## src/rtl/hub75_scan_pkg.sv

```systemverilog
// Shared definitions for the HUB75 row-scan sequencer: row-order codes
// and the scan FSM state encoding.
package hub75_scan_pkg;

    // Row-order selector values; any other code falls back to linear.
    localparam logic [1:0] ORD_LINEAR     = 2'd0;
    localparam logic [1:0] ORD_INTERLEAVE = 2'd1;
    localparam logic [1:0] ORD_REVERSE    = 2'd2;

    typedef enum logic [2:0] {
        ST_IDLE  = 3'd0,
        ST_LOAD  = 3'd1,
        ST_WAIT  = 3'd2,
        ST_PAINT = 3'd3,
        ST_GAP   = 3'd4
    } state_t;

endpackage

```

## src/rtl/hub75_row_map.sv

```systemverilog
// Combinational row-address mapper: turns the scan sequence index into the
// physical row address for the selected row order. Shared with the
// frame-buffer side so both agree on the physical row.
module hub75_row_map
    import hub75_scan_pkg::*;
#(
    parameter int LOG_N_ROWS = 5
) (
    input  logic [LOG_N_ROWS-1:0] seq,
    input  logic [1:0]            order,
    output logic [LOG_N_ROWS-1:0] addr
);

    logic [LOG_N_ROWS-1:0] half;

    // Row count is a power of two, so (N_ROWS-1) - x is simply ~x.
    always_comb begin
        half = seq >> 1;
        addr = seq;
        case (order)
            ORD_REVERSE:    addr = ~seq;
            ORD_INTERLEAVE: addr = seq[0] ? ~half : half;
            default:        addr = seq;
        endcase
    end

endmodule

```

## src/rtl/hub75_scan_seq.sv

```systemverilog
// HUB75 row-scan sequencer: per row requests a back-buffer load, waits for
// the frame buffer and BCM engine to be ready, then fires paint + swap,
// optionally followed by a blanking gap. Supports run-time row order,
// continuous multi-frame scanning with a stop request, and frame counting.
module hub75_scan_seq
    import hub75_scan_pkg::*;
#(
    parameter int N_ROWS     = 32,
    parameter int GAP_W      = 8,
    parameter int FRAME_W    = 16,
    parameter int LOG_N_ROWS = $clog2(N_ROWS)
) (
    input  logic                  clk,
    input  logic                  rst,
    output logic [LOG_N_ROWS-1:0] bcm_row,
    output logic                  bcm_go,
    input  logic                  bcm_rdy,
    output logic [LOG_N_ROWS-1:0] fb_row_addr,
    output logic                  fb_row_load,
    input  logic                  fb_row_rdy,
    output logic                  fb_row_swap,
    input  logic [1:0]            cfg_order,
    input  logic [GAP_W-1:0]      cfg_gap,
    input  logic                  cfg_cont,
    input  logic                  ctrl_go,
    input  logic                  ctrl_stop,
    output logic                  ctrl_rdy,
    output logic                  frame_done,
    output logic [FRAME_W-1:0]    frame_cnt
);

    localparam logic [LOG_N_ROWS-1:0] SEQ_LAST = LOG_N_ROWS'(N_ROWS - 1);

    state_t                state;
    state_t                state_nxt;
    logic [LOG_N_ROWS-1:0] seq;
    logic [LOG_N_ROWS-1:0] row_addr;
    logic [1:0]            ord_q;
    logic [GAP_W-1:0]      gap_cnt;
    logic                  stop_pend;
    logic                  last_q;
    logic                  is_last;
    logic                  stop_eff;
    logic                  exit_idle;

    hub75_row_map #(
        .LOG_N_ROWS(LOG_N_ROWS)
    ) u_row_map (
        .seq   (seq),
        .order (ord_q),
        .addr  (row_addr)
    );

    // Row-boundary exit decision shared by PAINT and GAP. In GAP, seq has
    // already advanced, so the "last row" flag captured in PAINT is used.
    // A stop raised in the deciding cycle itself is honoured as well.
    always_comb begin
        is_last   = (state == ST_PAINT) ? (seq == SEQ_LAST) : last_q;
        stop_eff  = stop_pend | ctrl_stop;
        exit_idle = stop_eff | (is_last & ~cfg_cont);
    end

    // State register; asynchronous reset returns straight to IDLE.
    always_ff @(posedge clk or posedge rst) begin
        if (rst) begin
            state <= ST_IDLE;
        end else begin
            state <= state_nxt;
        end
    end

    // Next-state logic.
    always_comb begin
        state_nxt = state;
        case (state)
            ST_IDLE: begin
                if (ctrl_go) begin
                    state_nxt = ST_LOAD;
                end
            end
            ST_LOAD: begin
                state_nxt = ST_WAIT;
            end
            ST_WAIT: begin
                if (bcm_rdy && fb_row_rdy) begin
                    state_nxt = ST_PAINT;
                end
            end
            ST_PAINT: begin
                if (cfg_gap != '0) begin
                    state_nxt = ST_GAP;
                end else if (exit_idle) begin
                    state_nxt = ST_IDLE;
                end else begin
                    state_nxt = ST_LOAD;
                end
            end
            ST_GAP: begin
                if (gap_cnt == GAP_W'(1)) begin
                    state_nxt = exit_idle ? ST_IDLE : ST_LOAD;
                end
            end
            default: begin
                state_nxt = ST_IDLE;
            end
        endcase
    end

    // Moore outputs decoded from the state; all strobes are single-cycle
    // because LOAD and PAINT never last more than one cycle.
    always_comb begin
        ctrl_rdy    = 1'b0;
        fb_row_load = 1'b0;
        bcm_go      = 1'b0;
        fb_row_swap = 1'b0;
        frame_done  = 1'b0;
        case (state)
            ST_IDLE:  ctrl_rdy    = 1'b1;
            ST_LOAD:  fb_row_load = 1'b1;
            ST_PAINT: begin
                bcm_go      = 1'b1;
                fb_row_swap = 1'b1;
                frame_done  = (seq == SEQ_LAST);
            end
            default: ;
        endcase
        bcm_row     = row_addr;
        fb_row_addr = row_addr;
    end

    // Sequence index, order latch, gap counter, stop latch and frame count.
    always_ff @(posedge clk or posedge rst) begin
        if (rst) begin
            seq       <= '0;
            ord_q     <= ORD_LINEAR;
            gap_cnt   <= '0;
            stop_pend <= 1'b0;
            last_q    <= 1'b0;
            frame_cnt <= '0;
        end else begin
            case (state)
                ST_IDLE: begin
                    seq       <= '0;
                    ord_q     <= cfg_order;
                    // go and stop together: scan row 0, then stop.
                    stop_pend <= ctrl_go & ctrl_stop;
                end
                ST_PAINT: begin
                    seq       <= seq + LOG_N_ROWS'(1);
                    gap_cnt   <= cfg_gap;
                    last_q    <= (seq == SEQ_LAST);
                    stop_pend <= stop_pend | ctrl_stop;
                    if (seq == SEQ_LAST) begin
                        frame_cnt <= frame_cnt + FRAME_W'(1);
                        // Order changes only take effect at frame boundaries.
                        if (cfg_cont) begin
                            ord_q <= cfg_order;
                        end
                    end
                end
                ST_GAP: begin
                    gap_cnt   <= gap_cnt - GAP_W'(1);
                    stop_pend <= stop_pend | ctrl_stop;
                end
                default: begin
                    stop_pend <= stop_pend | ctrl_stop;
                end
            endcase
        end
    end

endmodule
```

## config.mk

```make
export PLATFORM = sky130hd
export DESIGN_NAME = hub75_scan_seq
export DESIGN_NICKNAME = d
export VERILOG_FILES = /design/src/rtl/hub75_scan_pkg.sv /design/src/rtl/hub75_row_map.sv /design/src/rtl/hub75_scan_seq.sv
export SDC_FILE = /design/constraint.sdc
export NUM_CORES = 1
export LEC_CHECK = 0
export ABC_AREA = 1
export BUFFER_PORTS_ARGS = -buffer_cell sky130_fd_sc_hd__buf_2
export CAP_MARGIN = 20
export CORE_AREA = 10 10 72 74
export DETAILED_ROUTE_END_ITERATION = 7
export DIE_AREA = 0 0 82 84
export PLACE_DENSITY = 0.83
export SLEW_MARGIN = 20
export SYNTH_ARGS = -nofsm -noshare
export SYNTH_HDL_FRONTEND = slang
export SYNTH_SLANG_ARGS = --single-unit
```

## constraint.sdc

```tcl
create_clock -name clk -period 2.95 [get_ports clk]
set_input_delay 0.7375 -clock clk [delete_from_list [all_inputs] [get_ports clk]]
set_output_delay 0.7375 -clock clk [all_outputs]
set_load 0.02 [all_outputs]
```

==> metrics <==
Hold Crit Depth=2; Max-cap violations=0; die span in x=82 µm; Worst Reg-to-Reg Cells=11; Post-Route WL=4.920 mm; CP Launch Type=register; clk buf depth=2; syn nets=302; DRC Markers=0; clock net sink count=36; Die Y=84 µm; Clock Skew=0.002879 ns; Final ANT Viol Nets=0; Fill cells=341; Slew Limit Fails=0; Overflow after GRT=0; Setup Fix Bufs, Post-CTS=0; Worst Max-Slew Pin Slew=0.4549 ns; # resized after CTS=0; yosys warns=0; Worst Setup Path Type=register to output port; non-filler cells, final=376; HP Class=register to register; root buf cell=clkbuf_8; H-tree Lvls=2; cell area after synthesis=2157 µm²; RR Endpoint=frame_cnt[12]$_DFFE_PP0P_; most common cell after layout, fill and taps aside=nand2_1; DR vias/cell=5.149; #FFs+latches synth=36; CTS tree=yes; Nets=349; mean area per synthesized cell=7.759 µm²; WL per Instance=13.09 µm; Power Total=917.1 µW; boundary pin count=48; Setup-failing EPs final=0; Peak supply drop=0.0002358 V; Yosys cell types=29; Detail Route met2 WL=2.326 mm; hold path startpoint=gap_cnt[1]$_DFFE_PP0P_; Mapped Cells=278; Placer Congestion=0.8943; Cell Pwr Density=368.3 nW/µm²; Initial Utilization=55.94%; gr usage total=14.81%; diodes inserted=0; PortBufs=47; Final Cycle Share=90.18%; most frequent cells in the layout=78 x nand2_1, 47 x buf_2, 36 x dfrtp_1; crit-path max FO=11; core region area=3856 µm²; Reg clk slew, reported paths=0.07 ns; CP Data Arrival Time=1.92 ns; RR Startpoint=seq[0]$_DFFE_PP0P_; die area=6888 µm²; share of cells above drive strength 1=20.25%; reg-to-reg slack, setup=0.93 ns; number of core rows=23; Seq/Total Area, Yosys=41.76%; antenna violations before repair=0; Fmax achieved=375.9 MHz; Hold EP=gap_cnt[1]$_DFFE_PP0P_; DR top layer=met4; hpwl dp=3.836 mm; vias in the first global route=1,908; Setup crit end kind=output port; status=completed; number of hold buffers added after cts=0; Placed Instances=368; P&R area growth vs syn=15.43%; Fin. Hold Viols=0; WP data required=2.21 ns; unrepaired setup endpoints after global routing=no; Worst slew margin=69.67%; leakage power=0.001330 µW; via count=1,936; first-pass GRT wire length=8.397 mm; DR WL met3=243 µm; setup TNS=0 ns; CTS buffer count=5; wl on met1=2.296 mm; initial drt markers=123; Pre-Repair DR Iteration Count=4; Tmin final=2.660 ns; largest net degree at the start of global routing=37; clock latency at the later pin of the worst-skew pair=0.29 ns
[power by group]
group          switching [µW]  leakage [µW]  internal (µW)
sequential              0.919      0.000463            494
clock                     184     0.0000479            165
combinational            47.4      0.000819           25.4
total                     233       0.00133            684
[area by class of cell]
type	count	area [µm²]	share of cell area, %
clock buffer	5	68.82	2.764
sequential	36	900.9	36.18
tap	50	62.56	2.513
clock inverter	3	18.77	0.7538
timing repair buffer	49	250.2	10.05
multi-input combinational	196	1050	42.16
inverter	37	138.9	5.578
[worst max-delay path by stage]
stage,startpoint,end,depth (start not counted)
final,seq[0]$_DFFE_PP0P_,frame_done,7
after global placement,seq[0]$_DFFE_PP0P_,frame_done,7
after CTS,seq[0]$_DFFE_PP0P_,frame_done,7
after floorplan,ord_q[0]$_DFFE_PP0P_,fb_row_addr[4],5
after global routing,seq[0]$_DFFE_PP0P_,frame_done,7
after detailed placement,seq[0]$_DFFE_PP0P_,frame_done,7
[worst max-delay path: stages (launching register included)]
cell     delay (ns)
dfrtp_1        0.48
ha_1           0.22
nand2_1        0.07
nor2_1         0.09
ha_1           0.20
nand4_4        0.19
inv_2          0.19
buf_2          0.19
[state kept, by name (all words and copies together) (netlist names)]
name and cells:
gap_cnt 8, state 3, seq 5, stop_pend 1, frame_cnt 16, last_q 1
ord_q 2
[routing by layer]
| layer | track usage, % | vias up |
|---|---|---|
| met5 | 0 | - |
| met4 | 5.728 | 0 |
| met3 | 3.664 | 5 |
| met2 | 23.40 | 40 |
| met1 | 18.60 | 898 |
| li1 | - | 993 |
[stage by stage]
step	setup WS [ns]	util (%)	instance area (µm²)	hold slack, ns
global placement	0.6903	62.30	2402	0.4578
detailed placement	0.6109	62.30	2402	0.4824
CTS	0.2792	64.57	2490	0.4991
floorplan	0.5829	-	2157	0.4383
finish	0.2897	64.57	2490	0.4931
global route	0.1204	64.57	2490	0.5132
[cells by family (layout without fill, tap and decap cells)]
| family | after synthesis | in the layout | synth area share [%] |
|---|---|---|---|
| buf+inv | 46 | 94 | 9.570 |
| xor+xnor | 11 | 11 | 4.814 |
| compound gates | 46 | 46 | 12.01 |
| flops | 36 | 36 | 41.76 |
| fa+ha+maj | 7 | 7 | 4.060 |
| simple gates | 132 | 132 | 27.78 |
[cell usage after synthesis]
master | number | area share [%]
nor2_4 | 2 | 1.0
ha_1 | 7 | 4.1
nand3_1 | 15 | 3.5
o21ai_0 | 17 | 3.9
o22ai_1 | 5 | 1.5
xor2_2 | 1 | 0.75
o221ai_1 | 1 | 0.41
dfrtp_1 | 36 | 42
nand2_1 | 78 | 14
nor3_2 | 1 | 0.46
nor2_2 | 1 | 0.29
nor3_1 | 4 | 0.93
nand2_4 | 1 | 0.52
xor2_1 | 6 | 2.4
a31oi_1 | 1 | 0.29
nor2_1 | 23 | 4.0
clkinv_1 | 1 | 0.17
nand3b_1 | 2 | 0.70
xnor2_1 | 4 | 1.6
inv_1 | 35 | 6.1
nor2_8 | 1 | 0.93
a21oi_1 | 13 | 3.0
a22oi_1 | 4 | 1.4
buf_4 | 9 | 3.1
nand4_1 | 3 | 0.87
o21ai_1 | 2 | 0.46
nand4_4 | 1 | 0.99
inv_2 | 1 | 0.17
o211ai_1 | 3 | 1.0
No activity file was read; power rests on OpenSTA's default activity.
